$ cat src/rtl/y86_pipe_reg_if.sv
// Bundle of the y86 pipeline-register control inputs, next-stage payload and
// registered outputs. The master drives the controls and payload; the slave (the register) drives the q_* side.
interface y86_pipe_reg_if #(
  parameter int DATA_W = 64,
  parameter int STAT_W = 4,
  parameter int CNT_W  = 16
);
  logic              stall;
  logic              bubble;
  logic              resume;
  logic              clr_cnt;
  logic [DATA_W-1:0] d_data;
  logic [STAT_W-1:0] d_stat;
  logic [DATA_W-1:0] q_data;
  logic [STAT_W-1:0] q_stat;
  logic              q_valid;
  logic              halted;
  logic [CNT_W-1:0]  stall_cnt;
  logic              ctl_err;

  modport master (
    output stall, bubble, resume, clr_cnt, d_data, d_stat,
    input  q_data, q_stat, q_valid, halted, stall_cnt, ctl_err
  );

  modport slave (
    input  stall, bubble, resume, clr_cnt, d_data, d_stat,
    output q_data, q_stat, q_valid, halted, stall_cnt, ctl_err
  );
endinterface

$ cat src/rtl/y86_pipe_reg.sv
// Y86 pipeline register with stall/bubble control, a halt state that is entered
// when a non-AOK status is loaded, a saturating stall counter and a sticky conflict flag.
module y86_pipe_reg #(
  parameter int                DATA_W   = 64,
  parameter int                STAT_W   = 4,
  parameter int                CNT_W    = 16,
  parameter logic [STAT_W-1:0] AOK_STAT = STAT_W'(1),
  parameter logic [STAT_W-1:0] BUB_STAT = '0,
  parameter logic [DATA_W-1:0] BUB_DATA = '0
) (
  input logic             clk,
  input logic             rst_n,
  y86_pipe_reg_if.slave   bus
);

  typedef enum logic {ST_RUN = 1'b0, ST_HALT = 1'b1} state_t;

  state_t            r_state;
  state_t            w_state_nxt;
  logic              w_halted;
  logic              w_hold;
  logic              w_load;
  logic              w_bub;
  logic [DATA_W-1:0] r_data;
  logic [STAT_W-1:0] r_stat;
  logic              r_valid;
  logic [CNT_W-1:0]  r_cnt;
  logic              r_err;

  // State register
  always_ff @(posedge clk or negedge rst_n) begin
    if (!rst_n) r_state <= ST_RUN;
    else        r_state <= w_state_nxt;
  end

  // Next-state logic: only a real load of a non-AOK status halts;
  // bubble-inserted status never does.
  always_comb begin
    w_state_nxt = r_state;
    case (r_state)
      ST_RUN:  if (w_load && (bus.d_stat != AOK_STAT)) w_state_nxt = ST_HALT;
      ST_HALT: if (bus.resume) w_state_nxt = ST_RUN;
      default: w_state_nxt = ST_RUN;
    endcase
  end

  // Output decode of the state and the one-action-per-edge selection
  always_comb begin
    w_halted = (r_state == ST_HALT);
    w_hold   = w_halted | bus.stall;
    w_load   = ~w_hold & ~bus.bubble;
    w_bub    = ~w_hold & bus.bubble;
  end

  always_ff @(posedge clk or negedge rst_n) begin
    if (!rst_n) begin
      r_data  <= BUB_DATA;
      r_stat  <= BUB_STAT;
      r_valid <= 1'b0;
    end else if (w_load) begin
      r_data  <= bus.d_data;
      r_stat  <= bus.d_stat;
      r_valid <= 1'b1;
    end else if (w_bub) begin
      r_data  <= BUB_DATA;
      r_stat  <= BUB_STAT;
      r_valid <= 1'b0;
    end
  end

  // Stall counter saturates at all-ones; clear wins over increment.
  always_ff @(posedge clk or negedge rst_n) begin
    if (!rst_n) begin
      r_cnt <= '0;
    end else if (bus.clr_cnt) begin
      r_cnt <= '0;
    end else if (bus.stall && !w_halted && (r_cnt != {CNT_W{1'b1}})) begin
      r_cnt <= r_cnt + CNT_W'(1);
    end
  end

  always_ff @(posedge clk or negedge rst_n) begin
    if (!rst_n)                                    r_err <= 1'b0;
    else if (!w_halted && bus.stall && bus.bubble) r_err <= 1'b1;
  end

  assign bus.q_data    = r_data;
  assign bus.q_stat    = r_stat;
  assign bus.q_valid   = r_valid;
  assign bus.halted    = w_halted;
  assign bus.stall_cnt = r_cnt;
  assign bus.ctl_err   = r_err;

endmodule

$ cat src/flat_wrapper.sv
// flat-port wrapper written by rule: the top's interface ports become plain ports
module y86_pipe_reg_flat 
#(
  parameter int                DATA_W   = 64,
  parameter int                STAT_W   = 4,
  parameter int                CNT_W    = 16,
  parameter logic [STAT_W-1:0] AOK_STAT = STAT_W'(1),
  parameter logic [STAT_W-1:0] BUB_STAT = '0,
  parameter logic [DATA_W-1:0] BUB_DATA = '0
)
  (clk, rst_n, bus_stall, bus_bubble, bus_resume, bus_clr_cnt, bus_d_data, bus_d_stat, bus_q_data, bus_q_stat, bus_q_valid, bus_halted, bus_stall_cnt, bus_ctl_err);
  y86_pipe_reg_if #(.DATA_W(DATA_W), .STAT_W(STAT_W), .CNT_W(CNT_W)) bus_i ();
  input logic clk;
  input logic rst_n;
  input wire logic [$bits(bus_i.stall)-1:0] bus_stall;
  input wire logic [$bits(bus_i.bubble)-1:0] bus_bubble;
  input wire logic [$bits(bus_i.resume)-1:0] bus_resume;
  input wire logic [$bits(bus_i.clr_cnt)-1:0] bus_clr_cnt;
  input wire logic [$bits(bus_i.d_data)-1:0] bus_d_data;
  input wire logic [$bits(bus_i.d_stat)-1:0] bus_d_stat;
  output wire logic [$bits(bus_i.q_data)-1:0] bus_q_data;
  output wire logic [$bits(bus_i.q_stat)-1:0] bus_q_stat;
  output wire logic [$bits(bus_i.q_valid)-1:0] bus_q_valid;
  output wire logic [$bits(bus_i.halted)-1:0] bus_halted;
  output wire logic [$bits(bus_i.stall_cnt)-1:0] bus_stall_cnt;
  output wire logic [$bits(bus_i.ctl_err)-1:0] bus_ctl_err;
  assign bus_i.stall = bus_stall;
  assign bus_i.bubble = bus_bubble;
  assign bus_i.resume = bus_resume;
  assign bus_i.clr_cnt = bus_clr_cnt;
  assign bus_i.d_data = bus_d_data;
  assign bus_i.d_stat = bus_d_stat;
  assign bus_q_data = bus_i.q_data;
  assign bus_q_stat = bus_i.q_stat;
  assign bus_q_valid = bus_i.q_valid;
  assign bus_halted = bus_i.halted;
  assign bus_stall_cnt = bus_i.stall_cnt;
  assign bus_ctl_err = bus_i.ctl_err;
  y86_pipe_reg #(.DATA_W(DATA_W), .STAT_W(STAT_W), .CNT_W(CNT_W), .AOK_STAT(AOK_STAT), .BUB_STAT(BUB_STAT), .BUB_DATA(BUB_DATA)) u_core (.clk(clk), .rst_n(rst_n), .bus(bus_i));
endmodule
$ cat config.mk
export PLATFORM = sky130hd
export DESIGN_NAME = y86_pipe_reg_flat
export DESIGN_NICKNAME = d
export VERILOG_FILES = /design/src/rtl/y86_pipe_reg_if.sv /design/src/rtl/y86_pipe_reg.sv /design/src/flat_wrapper.sv
export SDC_FILE = /design/constraint.sdc
export NUM_CORES = 1
export LEC_CHECK = 0
export ABC_CLOCK_PERIOD_IN_PS = 1500
export BUFFER_PORTS_ARGS = -buffer_cell sky130_fd_sc_hd__buf_4
export CAP_MARGIN = 30
export CELL_PAD_IN_SITES_DETAIL_PLACEMENT = 1
export CELL_PAD_IN_SITES_GLOBAL_PLACEMENT = 1
export CORE_ASPECT_RATIO = 2
export CORE_UTILIZATION = 32
export CTS_CLUSTER_DIAMETER = 30
export DETAILED_ROUTE_END_ITERATION = 8
export HOLD_SLACK_MARGIN = 0.03
export PLACE_DENSITY = 0.85
export SYNTH_ARGS = -nofsm -noshare
export SYNTH_HDL_FRONTEND = slang
export SYNTH_SLANG_ARGS = --single-unit
$ cat constraint.sdc
create_clock -name clk -period 1.5 [get_ports clk]
set_input_delay 0.225 -clock clk [delete_from_list [all_inputs] [get_ports clk]]
set_output_delay 0.225 -clock clk [all_outputs]
set_load 0.05 [all_outputs]
# [Word-level counts from Yosys, hierarchy flattened]
# Cells that the tools add are included.
# Widths: inputs -> output; s select.
[word_totals] register_bits=87 in_bits=74
[op_classes] addsub=1 eq_ne=2 muxes=11 bitwise_logic=6 n_reduce_logical=7
[op_table] op="$mux 64" n=2
[op_table] op="$mux 16" n=2
[op_table] op="$add 16x1->16 const B" n=1
[op_table] op="$ne 16x16->1 const B" n=1
[op_table] op="$mux 4" n=2
[op_table] op="$logic_and 1x1->1" n=4
[op_table] op="$mux 1" n=4
[op_table] op="$ne 4x1->1 const B" n=1
[op_table] op="$reduce_bool 2->1" n=2
[op_table] op="$not 1->1" n=3
[op_table] op="$and 1x1->1" n=2
[op_table] op="$pmux 1 s2" n=1
[op_table] op="$logic_not 1->1" n=1
[op_table] op="$or 1x1->1" n=1

# [Logic depth before layout (Yosys ltp)]
# Gate-level depths: netlist (run 1).
[logic_depth] ltp_word=6 mapped_depth=6

# [Worst setup path after synthesis (run 1)]
# Ideal clock, no wire load.
[synth_path] kind="register to register" from="register u_core.r_cnt[0], in the netlist u_core.bus.stall_cnt[0]" to="register u_core.r_cnt[3], in the netlist u_core.bus.stall_cnt[3]" setup_time_ps=104 arrival_time_ps=1932 slack_ps=-535 stages_incl_launch_ff=7 path_buffers=1 synth_period_minus_slack_ps=2035 cell_sequence="dfrtp_1 ha_1 nand2_1 or2_1 buf_2 or4_1 o311ai_1"
[synth_between] elab_chain_cells=3
[synth_rtl] element="start: declaration" line_no="y86_pipe_reg.sv:27" rtl="logic [CNT_W-1:0] r_cnt;"
[synth_rtl] element="start signal: assignment" line_no="y86_pipe_reg.sv:78" rtl="r_cnt <= r_cnt + CNT_W'(1);"
[synth_rtl] element="$add 16x1->16 / $ne 16x16->1 (equally long branches)" line_no="y86_pipe_reg.sv:78, y86_pipe_reg.sv:77"
[synth_rtl] element="$mux 16 / $logic_and 1x1->1 (equally long branches)" line_no="y86_pipe_reg.sv:77" rtl="end else if (bus.stall && !w_halted && (r_cnt != {CNT_W{1'b1}})) begin"
[synth_rtl] element="$mux 16 / $reduce_bool 2->1 (equally long branches)"
# Parallel ways exist; a longest one is shown, timed or not. The select of a mux whose other input is x is not followed.
# A chain may end at the register's enable or synchronous reset.

# [Worst setup path in the final report (run 1)]
[layout_path] from="register u_core.r_state, in the netlist u_core.bus.halted" to="register u_core.r_cnt[9], in the netlist u_core.bus.stall_cnt[9]"
[layout_between] elab_chain_cells=4
[layout_rtl] element="start: declaration" line_no="y86_pipe_reg.sv:18" rtl="state_t r_state;"
[layout_rtl] element="start signal: assignment" line_no="y86_pipe_reg.sv:33" rtl="else r_state <= w_state_nxt;"
[layout_rtl] element="$logic_not 1->1" line_no="y86_pipe_reg.sv:77"
[layout_rtl] element="$logic_and 1x1->1 (2 in a row)" line_no="y86_pipe_reg.sv:77"
[layout_rtl] element="$reduce_bool 2->1 (no line)"
# Every way passes these cells.

==> results.md, run 1 <==
- Status: complete, but fails checks
- Violated checks: setup timing
- Ys flop type: dfrtp_1
- CTS buffer count: 9
- Tmin final: 1.66 ns
- Fmax: 601 MHz
- Period utilization: 1.11
- Worst-path clk slew: about 0.060 ns
- LEAKAGE: 2.97 nW
- Total grt overflow: 0
- Clk sinks: 87
- CTS tree: built
- Pre-antenna DRT Iters: 4
- CTS Buffer Depth: 2
- ANT cells: 0
- Initial drt markers: approximately 110
- Max Cap Viol: 0
- Design Area, Final: between 0.006 and 0.007 sq mm
- Final Util: 0.514
- Post-synthesis mux area share: 0.00571
- Switch Pwr: 2.58 mW
- Seq/Total Area, Yosys: 0.552
- Routed WL: ~14,000 um
- Synth Area in Compound Gates: 0.143
- Simple-Gate Fraction of Synth Area: 0.265
- Die area: 0.0128 sq mm
- Mean Syn Cell Area: 9.52 sq um
- Cell count after synthesis: 414
- Setup TNS after final layout: -0.901 ns
- Post-synth EDFFs: 0
- Endpoints failing setup: 14
- CP peak stage delay: 0.55 ns
- Port Buffers: 160
- Fin Clk Skew: 0.00779 ns
- Critical path type: flip-flop to flip-flop
- Final hold slack: 0.152 ns
- Detail Route Antenna Nets: 0
- Sw Ratio: 0.351
- Clk pwr share: 0.324
- Final Max Tran Viols: 0
- Most common cell after layout, fill and taps aside: buf_4
- DR WL/cell: roughly 19 um
- Met3 usage: 0.0436
- Global-route wire length before repair: 21,800 um
- Pin count of the biggest net entering global routing: between 70 and 80
- Post-synth net total: 489
- Seq pwr share: 0.378
- Synth Cell Area: 0.00394 sq mm
- Synthesized flop and latch total: 87
- Critical Path Start Type: flip-flop
- Worst-Margin Slew: 0.546 ns
- Met1 Usage GRT: 0.214
- Drt drc: 0
- Critical path, cell by cell: nor2b_2 -> buf_4 -> nand3_2 -> or4_1 -> a21oi_1
- R2R setup slack: -0.16 ns
- Max VDD drop: 0.714 mV
- Global-route usage over all layers: 0.226
- GRT busiest layer: met2
- Unrepaired setup endpoints after global routing: true
- Cell Rows: 57
- Die Y: 159 um
- Vias/cell: 5.05
- Top delay family on crit path: simple AND/OR/NAND/NOR gates
- Adder-Cell Fraction of Synth Area: 0.00317
- Worst EP arrival: 1.91 ns
- CTS root buf: clkbuf_16
- Crit. End Element: flip-flop
- Post-DP HPWL: 10,100 um
- Initial Utilization: 0.327
- Internal: 4.76 mW
- Yosys warns: 0
- Vias: 3,810
- Final Hold Viols: 0
- Largest family of logic cells by synthesized area: simple AND/OR/NAND/NOR gates
- Fraction of registers with async set/reset: 1.00
- Post-Synth XOR/XNOR Area: 0
- Worst skew pair latency: 0.34 ns
- Final worst-path setup slack: -0.164 ns
- CP bufs+invs: 1
- Routability cong.: about 0.85
- Nets: 679
- CP Data Required Time: 1.75 ns
- Area after DPL: 0.00562 sq mm
- Layout area overhead: 57.3%
- Unique masters post-synth: 45
- PwrDens: around 1200 mW/mm^2
- Filler cells: roughly 1.4k
- Share of cells above drive strength 1: 0.459
- # IOs: 161
- Met2 GRT Util: 0.436
- Hold WC Path Type: input port to flip-flop
- Die width: 80.5 um
- Vias in the first global route: 4,277
- Core footprint: ~0.012 sq mm
- Critical Path Fanout Max: 4
- Combinational share of power: 0.298
- Initial antenna violation count: 0
- Slowest cell on the critical path: or4_1
- Worst relative slew slack: 0.636
- H-tree Lvls: 3
- Commonest non-fill, non-tap cells in the layout: buf_4, nand2_1, nand2b_1, dfrtp_1, o21ai_0
-- what timing repair did --
item	4_1_cts	5_1_grt
hold endpoints to repair	20	0
gates resized for setup	25	17
setup buffers	3	4
pin swaps	10	5
hold buffers	1	0
endpoints found under the setup margin	15	16
-- metrics by stage --
step	power, mW	setup slack, ns	cells
floorplan	4.10	-0.198	414
global placement	4.89	-0.0710	733
detailed placement	4.97	-0.154	733
CTS	7.42	-0.0817	751
global route	7.65	-0.170	755
finish	7.34	-0.164	755
-- state kept, by name, indices dropped and copies added, names as in the netlist --
| name | cells |
|---|---|
| u_core.bus.stall_cnt | 16 |
| u_core.bus.q_data | 64 |
| u_core.bus.halted | 1 |
| u_core.bus.q_stat | 4 |
| u_core.bus.q_valid | 1 |
| u_core.bus.ctl_err | 1 |
-- synthesized netlist by cell type, drive strengths merged, types with 4 or more instances --
| library cell | count | area [sq um] |
|---|---|---|
| nand2b | 70 | 438 |
| clkbuf | 21 | 78.8 |
| a21oi | 8 | 40.0 |
| nand2 | 82 | 310 |
| buf | 6 | 31.3 |
| nor4 | 4 | 25.0 |
| o311ai | 6 | 52.6 |
| o21ai | 69 | 345 |
| nor2 | 6 | 22.5 |
| nand3 | 6 | 40.0 |
| o31ai | 4 | 30.0 |
| dfrtp | 87 | 2180 |
| nor3 | 4 | 20.0 |
| or4 | 7 | 53.8 |
-- per-layer routing --
layer / part of all wire / vias up / routed length (um)
li1: - / 1784 / -
met1: 0.34 / 1872 / 4720
met2: 0.59 / 121 / 8280
met3: 0.041 / 33 / 578
met4: 0.035 / 0 / 492
met5: 0 / - / 0
-- worst min-delay path: cells and delay by family --
family          cells  cell delay [ns]
simple gates        1             0.05
compound gates      1             0.06
buf+inv             1             0.11
-- cells by family (layout without fill, tap and decap cells) --
kind of cell,Yosys count,count (layout)
AO/OA/AOI/OAI,98,98
adder cells (fa/ha/maj),1,1
buffers and inverters,30,224
flip-flops,87,87
multiplexers,2,2
AND/OR/NAND/NOR,196,196
-- layout make-up --
cell class | instances | area, sq um | area share
Sequential cell | 87 | 2200 | 0.355
Multi-Input combinational cell | 297 | 1900 | 0.306
Timing Repair Buffer | 206 | 1600 | 0.258
Clock buffer | 11 | 233 | 0.0375
Tap cell | 147 | 184 | 0.0297
Clock inverter | 4 | 72.6 | 0.0117
Inverter | 3 | 11.3 | 0.00182
-- power groups by stage --
stage	registers, mW	clock network (mW)	logic [mW]
finish	2.77	2.38	2.19
global route	2.81	2.52	2.32
CTS	2.78	2.44	2.19
detailed placement	2.82	0	2.15
global placement	2.80	0	2.09
floorplan	3.72	0	0.385
-- path summary, 6_finish.rpt --
| path | from | to | cells after the start |
|---|---|---|---|
| setup / recovery | u_core.bus.halted | u_core.bus.stall_cnt[9] | 5 |
| hold / removal | bus_d_data[14] | u_core.bus.q_data[14] | 3 |
| setup reg to reg | u_core.bus.halted | u_core.bus.stall_cnt[9] | 5 |
| hold reg to reg | u_core.bus.q_data[34] | u_core.bus.q_data[34] | 2 |
| max in group asynchronous | rst_n | u_core.bus.stall_cnt[13] | 3 |
| min in group asynchronous | rst_n | u_core.bus.q_stat[1] | 2 |
(Power assumes the default switching activity.)
==> inputs of run 2 (changes only) <==
ABC_AREA = 1   (was not set)
CORE_UTILIZATION = 31   (was 32)
PLACE_DENSITY = 0.84   (was 0.85)
==> results.md, run 2 <==
- Power Total: 7.04 mW (-4.1%)
- Share of the synthesized area in the top cell type: 0.615 (+0.0627)
- CTS tree: built
- ANT cells: 0 (unchanged)
- Max FFs per register: 64 (unchanged)
- Synth cell count leaders: dfrtp_1, a22o_1, nand2_1
- Critical Path Fanout Max: 7 (+3)
- Worst EP arrival: 1.81 ns (-0.10 ns)
- FF-to-FF path depth: 10 (+5)
- Cell Rows: 54 (-5.3%)
- Area leader, netlist: dfrtp_1
- Mean Syn Cell Area: 11.1 sq um (+17%)
- Global-route usage over all layers: 0.206 (-0.0200)
- Share of cells above drive strength 1: 0.479 (+0.0198)
- H-tree Lvls: 3 (unchanged)
- Status: complete, but fails checks
- Die area: 0.0119 sq mm (-7.2%)
- Final Hold Viols: 0 (unchanged)
- Pre-antenna DRT Iters: 4 (unchanged)
- Area contributors post-synth: dfrtp_1, a22o_1, nand2_1
- CTS root buf: clkbuf_16
- Simple-Gate Fraction of Synth Area: 0.154 (-0.112)
- Met2 GRT Util: 0.375 (-0.0610)
- Final Max Tran Viols: 0 (unchanged)
- Worst skew pair latency: 0.34 ns (about the same)
- Synth Area in Compound Gates: 0.178 (+0.0356)
- Routability cong.: 0.806 (-4.7%)
- Detail Route Antenna Nets: 0 (unchanged)
- DR WL/cell: 18.0 um (-3.6%)
- Worst-path clk slew: 0.06 ns (about the same)
- Nets: 586 (-14%)
- Post-DP HPWL: 8670 um (-14%)
- Synthesized flop and latch total: 87 (unchanged)
- Hold WC Path Type: input port to flip-flop
- CTS buffer count: 9 (unchanged)
- Seq/Total Area, Yosys: 0.615 (+0.0627)
- Post-Synth XOR/XNOR Area: 0.00742 (+0.00742)
- Initial antenna violation count: 0 (unchanged)
- Ys flop type: dfrtp_1
- Die Y: 153 um (-3.7%)
- Port Buffers: 160 (unchanged)
- Commonest non-fill, non-tap cells in the layout: buf_4, dfrtp_1, a22o_1
- Core footprint: 0.0110 sq mm (-8.6%)
- Cell count after synthesis: 319 (-23%)
- Met3 usage: 0.0436 (about the same)
- PwrDens: 1270 mW/mm^2 (+7.0%)
- GRT busiest layer: met2
- Drt drc: 0 (unchanged)
- Adder-Cell Fraction of Synth Area: 0.00353 (+0.000360)
- Most common cell after layout, fill and taps aside: buf_4
- Post-synth net total: 394 (-19%)
- Most frequent cell after synthesis: dfrtp_1
- Largest family of logic cells by synthesized area: compound AO/OA/AOI/OAI gates
- Violated checks: setup timing
- Critical path type: flip-flop to flip-flop
- LEAKAGE: 2.88 nW (-3.0%)
- Yosys warns: 0 (unchanged)
- Vias/cell: 4.99 (-1.2%)
- Worst relative slew slack: 0.703 (+0.0667)
- Max VDD drop: 0.850 mV (+19%)
- Max Cap Viol: 0 (unchanged)
- Global-route wire length before repair: 18,800 um (-14%)
- Endpoints failing setup: 6 (-8)
- Synth Cell Area: 0.00354 sq mm (-10%)
- Vias: 3,272 (-14%)
- Tmin final: 1.53 ns (-0.131 ns)
- Post-synth EDFFs: 0 (unchanged)
- Period utilization: 1.02 (-0.0870)
- Clk sinks: 87 (unchanged)
- Fin Clk Skew: 0.00505 ns (-0.00274 ns)
- Layout area overhead: 57.1%
- Fmax: 652 MHz (+8.5%)
- Total grt overflow: 0 (unchanged)
- Fraction of registers with async set/reset: 1.00 (unchanged)
- # IOs: 161 (unchanged)
- Unique masters post-synth: 26 (-42%)
- Hold Path Depth: 2 (-1)
- Final worst-path setup slack: -0.0333 ns (+0.131 ns)
- Setup TNS after final layout: -0.0842 ns (+0.817 ns)
- Final hold slack: 0.0714 ns (-0.0809 ns)
- Pin count of the biggest net entering global routing: 70 (-4.1%)
- Met1 Usage GRT: 0.218 (+0.00426)
- Initial Utilization: 0.321 (-0.00560)
- Filler cells: 1,228 (-10%)
- Critical Path Start Type: flip-flop
- Routed WL: 11,800 um (-16%)
- Pre-CTS setup slack: -0.121 ns (+0.0328 ns)
- Worst-Margin Slew: 0.443 ns (-0.103 ns)
- Vias in the first global route: 3,669 (-14%)
- CP Data Required Time: 1.77 ns (+0.02 ns)
- Initial drt markers: 84 (-26%)
- Crit. End Element: flip-flop
- Post-synthesis mux area share: 0 (-0.00571)
- Die width: 77.6 um (-3.6%)
- Unrepaired setup endpoints after global routing: true
- CTS Buffer Depth: 2 (unchanged)
-- run 2: repair_timing --
item	4_1_cts	5_1_grt
buffers inserted	7	5
gates cloned	1	0
endpoints found under the setup margin	15	16
pin swaps	9	18
endpoints found under the hold margin	19	0
hold buffers	1	0
gates resized for setup	0	11
-- run 2: cell type report --
class	instances	area, sq um	share of cell area
clock buffer	10	229	0.0412
inverter	19	71.3	0.0128
sequential	87	2200	0.395
tap	140	175	0.0315
clock inverter	6	68.8	0.0124
timing repair buffer	197	1540	0.277
multi-input combinational	197	1280	0.230
-- run 2: critical path, stage by stage (launching register included) --
cell and delay (ns):
dfrtp_2 0.39, ha_4 0.15, nand2_4 0.06, nor2_4 0.12
nand2_2 0.09, nor2_4 0.12, nor2_4 0.05, buf_6 0.12
nor2_4 0.20, nand2_1 0.09, nand2_1 0.08
-- run 2: kinds of logic (layout without fill, tap and decap cells) --
| family | after synthesis | after routing |
|---|---|---|
| AO/OA/AOI/OAI | 75 | 75 |
| XOR/XNOR | 3 | 3 |
| adder cells (fa/ha/maj) | 1 | 1 |
| buffers and inverters | 36 | 232 |
| flip-flops | 87 | 87 |
| AND/OR/NAND/NOR | 117 | 118 |
-- run 2: final timing paths --
path,from,end,slack (ns)
min reg2reg,u_core.bus.ctl_err,u_core.bus.ctl_err,0.47
max,u_core.bus.stall_cnt[1],u_core.bus.stall_cnt[11],-0.03
max reg2reg,u_core.bus.stall_cnt[1],u_core.bus.stall_cnt[11],-0.03
min,bus_resume,u_core.bus.halted,0.07
min in group asynchronous,rst_n,u_core.bus.stall_cnt[15],0.34
max in group asynchronous,rst_n,u_core.bus.q_data[8],0.65
-- run 2: routing by layer --
metal  part of all wire  up-vias
met5                  0        -
li1                   -     1504
met2               0.56      132
met4              0.039        0
met3              0.048       28
met1               0.35     1608
-- run 2: through the flow --
step           utilization  cells  instance area (sq um)
4_1_cts              0.499    652                   5500
3_3_place_gp         0.466    628                   5130
2_1_floorplan            -    319                   3590
6_report             0.505    656                   5560
3_5_place_dp         0.466    628                   5130
5_1_grt              0.505    656                   5560
-- run 2: power breakdown --
group	internal (mW)	switching [mW]
combinational	0.699	1.34
sequential	2.60	0.169
clock	1.30	0.941
total	4.60	2.45
